===== src/rtl/parking_exit_controller_if.sv =====
// Signal bundle between the exit-booth hardware and the parking exit controller.
// The master side drives sensors, entry pulses and code digits; the slave side is the controller.
interface parking_exit_controller_if;
    logic       sensor_exit_inner;
    logic       sensor_exit_outer;
    logic       car_entered;
    logic [1:0] exit_code_1;
    logic [1:0] exit_code_2;
    logic       GATE_OPEN;
    logic       GREEN_LED;
    logic       RED_LED;
    logic       FULL;
    logic [3:0] occupancy;
    logic [6:0] HEX_1;
    logic [6:0] HEX_2;

    modport master (
        output sensor_exit_inner, sensor_exit_outer, car_entered, exit_code_1, exit_code_2,
        input  GATE_OPEN, GREEN_LED, RED_LED, FULL, occupancy, HEX_1, HEX_2
    );

    modport slave (
        input  sensor_exit_inner, sensor_exit_outer, car_entered, exit_code_1, exit_code_2,
        output GATE_OPEN, GREEN_LED, RED_LED, FULL, occupancy, HEX_1, HEX_2
    );
endinterface


===== src/rtl/parking_exit_controller.sv =====
// Exit-gate controller: Moore FSM that validates an exit code, opens the barrier,
// detects tailgating and keeps a saturating count of cars inside.
module parking_exit_controller #(
    parameter int CAPACITY     = 15,
    parameter int WAIT_CYCLES  = 4,
    parameter int OPEN_TIMEOUT = 32
) (
    input  logic                     clk,
    input  logic                     reset,
    parking_exit_controller_if.slave bus
);
    localparam int MAX_CNT = (WAIT_CYCLES > OPEN_TIMEOUT) ? WAIT_CYCLES : OPEN_TIMEOUT;
    localparam int CNT_W   = $clog2(MAX_CNT + 1);
    localparam logic [CNT_W-1:0] WAIT_LAST = CNT_W'(WAIT_CYCLES - 1);
    localparam logic [CNT_W-1:0] OPEN_LAST = CNT_W'(OPEN_TIMEOUT - 1);
    localparam logic [3:0]       CAP       = 4'(CAPACITY);

    typedef enum logic [2:0] {
        S_IDLE  = 3'd0,
        S_CHECK = 3'd1,
        S_WRONG = 3'd2,
        S_OPEN  = 3'd3,
        S_STOP  = 3'd4
    } state_t;

    state_t           state_q, state_d;
    logic [CNT_W-1:0] cnt_q, cnt_d;
    logic [3:0]       occ_q, occ_d;
    logic             blink_q, blink_d;
    logic             code_ok_s, dec_s;
    logic             gate_s, green_s, red_s;
    logic [6:0]       hex1_s, hex2_s;

    assign code_ok_s = (bus.exit_code_1 == 2'b10) && (bus.exit_code_2 == 2'b01);

    // State, counter, occupancy and blink registers
    always_ff @(posedge clk or posedge reset) begin
        if (reset) begin
            state_q <= S_IDLE;
            cnt_q   <= '0;
            occ_q   <= 4'd0;
            blink_q <= 1'b0;
        end else begin
            state_q <= state_d;
            cnt_q   <= cnt_d;
            occ_q   <= occ_d;
            blink_q <= blink_d;
        end
    end

    // Next-state logic plus counter, blink and occupancy updates
    always_comb begin
        state_d = state_q;
        dec_s   = 1'b0;
        case (state_q)
            S_IDLE: begin
                if (bus.sensor_exit_inner && (occ_q != 4'd0)) state_d = S_CHECK;
                else                                          state_d = S_IDLE;
            end
            S_CHECK: begin
                if (!bus.sensor_exit_inner) state_d = S_IDLE;
                else if (cnt_q == WAIT_LAST) state_d = code_ok_s ? S_OPEN : S_WRONG;
                else                         state_d = S_CHECK;
            end
            S_WRONG: begin
                if (code_ok_s)                   state_d = S_OPEN;
                else if (!bus.sensor_exit_inner) state_d = S_IDLE;
                else                             state_d = S_WRONG;
            end
            S_OPEN: begin
                if (bus.sensor_exit_inner && bus.sensor_exit_outer) begin
                    state_d = S_STOP;
                end else if (bus.sensor_exit_outer) begin
                    state_d = S_IDLE;
                    dec_s   = 1'b1;
                end else if (cnt_q == OPEN_LAST) begin
                    state_d = S_IDLE;
                end else begin
                    state_d = S_OPEN;
                end
            end
            S_STOP: begin
                if (code_ok_s) state_d = S_OPEN;
                else           state_d = S_STOP;
            end
            default: state_d = S_IDLE;
        endcase

        if (state_d != state_q)                          cnt_d = '0;
        else if (state_q == S_CHECK || state_q == S_OPEN) cnt_d = cnt_q + CNT_W'(1);
        else                                             cnt_d = cnt_q;

        if (state_q == S_WRONG || state_q == S_STOP) blink_d = ~blink_q;
        else                                         blink_d = 1'b0;

        // An entry and an exit on the same edge cancel out, even at the limits
        if (bus.car_entered && dec_s)  occ_d = occ_q;
        else if (bus.car_entered)      occ_d = (occ_q == CAP) ? occ_q : occ_q + 4'd1;
        else if (dec_s)                occ_d = (occ_q == 4'd0) ? occ_q : occ_q - 4'd1;
        else                           occ_d = occ_q;
    end

    // Moore output decode from the current state
    always_comb begin
        gate_s  = 1'b0;
        green_s = 1'b0;
        red_s   = 1'b0;
        hex1_s  = 7'b1111111;
        hex2_s  = 7'b1111111;
        case (state_q)
            S_IDLE: begin
                hex1_s = 7'b1111111;
                hex2_s = 7'b1111111;
            end
            S_CHECK: begin
                red_s  = 1'b1;
                hex1_s = 7'b0000110;
                hex2_s = 7'b0001001;
            end
            S_WRONG: begin
                red_s  = blink_q;
                hex1_s = 7'b0000110;
                hex2_s = 7'b0000110;
            end
            S_OPEN: begin
                gate_s  = 1'b1;
                green_s = 1'b1;
                hex1_s  = 7'b0000010;
                hex2_s  = 7'b1000000;
            end
            S_STOP: begin
                red_s  = blink_q;
                hex1_s = 7'b0010010;
                hex2_s = 7'b0001100;
            end
            default: begin
                hex1_s = 7'b1111111;
                hex2_s = 7'b1111111;
            end
        endcase
    end

    assign bus.GATE_OPEN = gate_s;
    assign bus.GREEN_LED = green_s;
    assign bus.RED_LED   = red_s;
    assign bus.HEX_1     = hex1_s;
    assign bus.HEX_2     = hex2_s;
    assign bus.occupancy = occ_q;
    assign bus.FULL      = (occ_q == CAP);
endmodule


===== src/flat_wrapper.sv =====
// flat-port wrapper written by rule: the top's interface ports become plain ports
module parking_exit_controller_flat 
#(
    parameter int CAPACITY     = 15,
    parameter int WAIT_CYCLES  = 4,
    parameter int OPEN_TIMEOUT = 32
)
  (clk, reset, bus_sensor_exit_inner, bus_sensor_exit_outer, bus_car_entered, bus_exit_code_1, bus_exit_code_2, bus_GATE_OPEN, bus_GREEN_LED, bus_RED_LED, bus_FULL, bus_occupancy, bus_HEX_1, bus_HEX_2);
  parking_exit_controller_if bus_i ();
  input  logic clk;
  input  logic reset;
  input wire logic [$bits(bus_i.sensor_exit_inner)-1:0] bus_sensor_exit_inner;
  input wire logic [$bits(bus_i.sensor_exit_outer)-1:0] bus_sensor_exit_outer;
  input wire logic [$bits(bus_i.car_entered)-1:0] bus_car_entered;
  input wire logic [$bits(bus_i.exit_code_1)-1:0] bus_exit_code_1;
  input wire logic [$bits(bus_i.exit_code_2)-1:0] bus_exit_code_2;
  output wire logic [$bits(bus_i.GATE_OPEN)-1:0] bus_GATE_OPEN;
  output wire logic [$bits(bus_i.GREEN_LED)-1:0] bus_GREEN_LED;
  output wire logic [$bits(bus_i.RED_LED)-1:0] bus_RED_LED;
  output wire logic [$bits(bus_i.FULL)-1:0] bus_FULL;
  output wire logic [$bits(bus_i.occupancy)-1:0] bus_occupancy;
  output wire logic [$bits(bus_i.HEX_1)-1:0] bus_HEX_1;
  output wire logic [$bits(bus_i.HEX_2)-1:0] bus_HEX_2;
  assign bus_i.sensor_exit_inner = bus_sensor_exit_inner;
  assign bus_i.sensor_exit_outer = bus_sensor_exit_outer;
  assign bus_i.car_entered = bus_car_entered;
  assign bus_i.exit_code_1 = bus_exit_code_1;
  assign bus_i.exit_code_2 = bus_exit_code_2;
  assign bus_GATE_OPEN = bus_i.GATE_OPEN;
  assign bus_GREEN_LED = bus_i.GREEN_LED;
  assign bus_RED_LED = bus_i.RED_LED;
  assign bus_FULL = bus_i.FULL;
  assign bus_occupancy = bus_i.occupancy;
  assign bus_HEX_1 = bus_i.HEX_1;
  assign bus_HEX_2 = bus_i.HEX_2;
  parking_exit_controller #(.CAPACITY(CAPACITY), .WAIT_CYCLES(WAIT_CYCLES), .OPEN_TIMEOUT(OPEN_TIMEOUT)) u_core (.clk(clk), .reset(reset), .bus(bus_i));
endmodule

===== config.mk =====
export PLATFORM = sky130hd
export DESIGN_NAME = parking_exit_controller_flat
export DESIGN_NICKNAME = d
export VERILOG_FILES = /design/src/rtl/parking_exit_controller_if.sv /design/src/rtl/parking_exit_controller.sv /design/src/flat_wrapper.sv
export SDC_FILE = /design/constraint.sdc
export NUM_CORES = 1
export LEC_CHECK = 0
export CORE_MARGIN = 2
export CORE_UTILIZATION = 47
export DETAILED_ROUTE_END_ITERATION = 10
export PLACE_DENSITY = 0.9
export SLEW_MARGIN = 20
export SYNTH_ARGS = -nofsm -noshare
export SYNTH_HDL_FRONTEND = slang
export SYNTH_SLANG_ARGS = --single-unit

===== constraint.sdc =====
create_clock -name clk -period 2.67 [get_ports clk]
set_input_delay 0.267 -clock clk [delete_from_list [all_inputs] [get_ports clk]]
set_output_delay 0.267 -clock clk [all_outputs]
set_load 0.005 [all_outputs]

==> impl.org, run 1 <==
** Final layout
- Total area of sequential cells :: 350 um2
- In the final layout, the share of cells above drive strength 1 is 13.9%.
- The repair_antennas step left the layout with diodes totalling 0.
- Nets :: 151
- Compared with the post-synthesis result, the final layout area differs by 24.2%.
- Post-layout util :: 62.3%
- Filler instances :: 193
- Footprint of the multi-input gates :: 633 um2

** Synthesis
- List of most frequent post-synthesis cells :: sky130_fd_sc_hd__dfrtp_1 (14), sky130_fd_sc_hd__nor2_1 (9), sky130_fd_sc_hd__buf_4 (8), sky130_fd_sc_hd__nand2_1 (8), sky130_fd_sc_hd__inv_1 (7)
- The synthesized netlist contains 42 unique library cells.
- Area share of the leading cell type in the synthesized netlist :: 31.6%
- Counting every net in the synthesized netlist gives 129.
- Proportion of synthesized flip-flops having asynchronous set or reset :: 100%
- Yosys top cell by area :: sky130_fd_sc_hd__dfrtp_1
- Counting flops with a built-in enable in the synthesized netlist gives 0.
- In the post-synthesis netlist, the biggest area contributors are sky130_fd_sc_hd__dfrtp_1 (32%), sky130_fd_sc_hd__buf_4 (5.4%), sky130_fd_sc_hd__xnor2_1 (4.7%).
- For this run, the leading register cell type out of synthesis is sky130_fd_sc_hd__dfrtp_1.
- The synthesized design contains 14 register bits.
- Mean Syn Cell Area :: 9.57 um2
- Proportion of synthesized chip area in sequential cells :: 31.6%
- sky130_fd_sc_hd__dfrtp_1 is the most common cell in the netlist.
- Post-synthesis cell area :: 0.00111 mm2
- Yosys printed 0 warnings.
- Post-synthesis instance total :: 116

** Setup path
- Data arrival time of the worst path :: 2.16 ns
- For this run, the slowest stage of the critical path takes 0.57 ns.
- STA classifies the critical path endpoint as a primary output.
- In this design, the largest share of critical-path delay is due to flip-flops.
- The number of buffers and inverters on the critical path is 1.
- Worst path slowest cell :: sky130_fd_sc_hd__dfrtp_1
- The critical path goes through nor2_1 -> xor2_1 -> nand2b_1 -> clkdlybuf4s50_1.
- STA classifies the critical path startpoint as a register.
- The worst setup path is of the register to primary output kind.
- In this run the worst path has a maximum fanout of 13.
- STA puts the critical path data required time at 2.40 ns.

** STA
- Subtracting the final worst setup slack from the clock period gives 2.42 ns.
- Adding up every negative setup slack in the final design gives 0 ns.
- The final critical path takes up 90.7% of the cycle.
- Pins over their slew limit :: 0
- Setup violations remaining at the end of the flow were counted as 0.
- Clock Skew :: 0.00325 ns
- The final hold violation count is 0.
- At the pin with the least slew margin, the transition time is 0.750 ns.
- Measured against its own limit, the worst slew margin works out to 49.6%.
- Derived from the worst setup path, the maximum achievable clock frequency is 0.413 GHz.
- Setup repair after global routing left no endpoint under its margin.

** Detailed routing
- After detailed routing, the average wire length per cell comes to 14.7 um.
- In the routed layout, each cell is associated on average with a via count of 5.68.
- Final Routed Wirelength :: 2420 um
- Antenna Nets Post-Route :: 0
- Number of DRC markers in iteration 0 :: 30
- Detailed routing inserted a total of 937 vias.
- Number of remaining DRC errors :: 0
- Number of detailed-routing iterations run before antenna repair :: 4

** Place
- Half-perimeter wire length after detailed placement :: 1840 um
- During placement, the flow inserted port buffers numbering 29.
- Placer congestion estimate :: 0.856

** Power
- In this run the power density over the cells is 713 mW/mm2.
- Pleak :: 0.601 nW
- Across the VDD grid, the largest voltage drop is 0.517 mV.

** Clock network
- TritonCTS created 3 clock buffers.
- Clock tree synthesis found a total of 14 sinks.
- Clock latency on the worst-skew pair :: 0.29 ns
- Clock H-tree levels :: 1
- TritonCTS clock tree :: done
- The clock passes through at most 2 buffers.
- Cells resized by post-CTS repair :: 0
- Hold repair after CTS inserted 0 buffers.
- Post-CTS Setup Inserts :: 0
- Buffer cell driving the clock tree root :: sky130_fd_sc_hd__clkbuf_4
- Clock-pin slew on the worst setup and hold paths :: 0.09 ns

** Floorplan
- Measured along the y axis, the die boundary spans 52.6 um.
- Initial core utilization :: 50.2%
- Core Footprint :: 0.00221 mm2
- Num rows :: 17
- The floorplan step defined a die boundary enclosing 0.00277 mm2.
- From left edge to right edge, the die measures 52.6 um.
- Io pins :: 31

** Global route
- Antenna violations before repair :: 0
- Global routing used 19.1% of the available tracks.
- Pin count of the biggest net entering global routing :: 15
- Summed over all layers, the global routing overflow is 0.
- The via count of the first global-routing pass was 905.
- Wire length of the first global-routing pass :: 3950 um

** Flow run
- Number of max-cap violations :: 0

** Min path
- In this run the worst hold path is classified as input port to async pin.

** Outcome
- Outcome :: completed
[sequential cells by signal (all words and copies together), names as in the netlist]
signal and cells:
u_core.bus.occupancy 4, u_core.blink_q 1, u_core.state_q 3, u_core.cnt_q 6
[final timing paths]
check / from / depth (start not counted) / slack [ns] / endpoint
min reg2reg: u_core.blink_q / 1 / 0.46 / u_core.blink_q
min in group clk: u_core.blink_q / 1 / 0.46 / u_core.blink_q
max reg2reg: u_core.state_q[0] / 5 / 0.54 / u_core.cnt_q[3]
max: u_core.state_q[1] / 4 / 0.25 / bus_HEX_2[6]
max in group asynchronous: reset / 2 / 1.99 / u_core.cnt_q[1]
min: reset / 2 / 0.31 / u_core.cnt_q[3]
[power breakdown]
group	internal [W]	switching (W)	total [W]
Combinational	0.000277	0.000192	0.000469
Clock	0.0000831	0.0000771	0.000160
Sequential	0.000263	0.0000909	0.000354
Total	0.000623	0.000360	0.000983
[through the flow]
stage	setup WS (ns)	instances	power (W)	area, um2	hold WS [ns]
final	0.247	165	0.000983	1380	0.314
after global routing	0.0906	165	0.00106	1380	0.359
after detailed placement	0.419	161	0.000826	1340	0.454
after floorplan	0.819	116	0.000630	1110	0.156
after global placement	0.514	161	0.000797	1340	0.434
after CTS	0.248	165	0.000986	1380	0.342
[kinds of logic (layout without fill, tap and decap cells)]
group | after synthesis | in the layout | share of synthesized area (%)
and+or+nand+nor | 40 | 40 | 23.1
AOI/OAI and AO/OA | 22 | 22 | 16.9
buffers and inverters | 21 | 42 | 11.4
DFF | 14 | 14 | 31.6
xor gates and xnor gates | 11 | 11 | 8.68
adders and majority gates | 4 | 4 | 5.19
muxes | 3 | 3 | 2.82
other | 1 | 1 | 0.338
[routing by layer]
| metal | share of wire, % | vias up | GRT usage, % | routed length, um |
|---|---|---|---|---|
| met4 | 1.4 | 0 | 7.26 | 33 |
| met3 | 4.5 | 6 | 2.86 | 108 |
| met5 | 0 | - | 0 | 0 |
| met1 | 44 | 447 | 24.3 | 1060 |
| met2 | 50 | 38 | 32.5 | 1220 |
| li1 | - | 446 | - | - |
[worst register-to-register path, cell delays in order, from the launching register on]
cell	delay [ns]
sky130_fd_sc_hd__dfrtp_1	0.59
sky130_fd_sc_hd__inv_1	0.16
sky130_fd_sc_hd__a2111o_1	0.42
sky130_fd_sc_hd__o211ai_2	0.20
sky130_fd_sc_hd__mux2i_1	0.50
sky130_fd_sc_hd__a211oi_1	0.11
[area by class of cell]
cell class,count,area share (%)
multi-input combinational,81,45.9
sequential,14,25.4
timing repair buffer,29,21.1
clock buffer,4,2.63
tap,28,2.54
inverter,9,2.45
[placed cells by master, fill, tap and decap left out, types with 2 or more instances in the layout]
cell type	netlist	final
sky130_fd_sc_hd__inv_2	2	2
sky130_fd_sc_hd__o21ai_0	3	3
sky130_fd_sc_hd__and3_1	2	2
sky130_fd_sc_hd__nor4_1	2	2
sky130_fd_sc_hd__nand2b_1	2	2
sky130_fd_sc_hd__clkdlybuf4s50_1	0	29
sky130_fd_sc_hd__ha_1	3	3
sky130_fd_sc_hd__a21oi_1	4	4
sky130_fd_sc_hd__inv_1	7	7
sky130_fd_sc_hd__xnor2_1	6	6
sky130_fd_sc_hd__xor2_1	5	5
sky130_fd_sc_hd__dfrtp_1	14	14
sky130_fd_sc_hd__nand2_2	3	3
sky130_fd_sc_hd__nor3_1	2	2
sky130_fd_sc_hd__clkbuf_4	0	3
sky130_fd_sc_hd__nor2_1	9	9
sky130_fd_sc_hd__mux2i_1	2	2
sky130_fd_sc_hd__a211oi_1	6	6
sky130_fd_sc_hd__nand2_1	8	8
sky130_fd_sc_hd__nand4_1	3	3
Power figures use the tool's default switching activity.
==> run 2: changes to the inputs <==
--- a/config.mk
+++ b/config.mk
@@ -7,6 +7,7 @@
 export LEC_CHECK = 0
 export CORE_MARGIN = 2
 export CORE_UTILIZATION = 47
+export CTS_CLUSTER_SIZE = 30
 export DETAILED_ROUTE_END_ITERATION = 10
 export PLACE_DENSITY = 0.9
 export SLEW_MARGIN = 20
==> results of run 2 <==
The final DEF is identical to that of run 1; final timing and power are the same.
==> run 3: changes to the inputs <==
--- a/config.mk
+++ b/config.mk
@@ -5,6 +5,7 @@
 export SDC_FILE = /design/constraint.sdc
 export NUM_CORES = 1
 export LEC_CHECK = 0
+export CAP_MARGIN = 20
 export CORE_MARGIN = 2
 export CORE_UTILIZATION = 47
 export CTS_CLUSTER_SIZE = 30
==> results of run 3 <==
The final DEF is identical to that of run 1; final timing and power are the same.
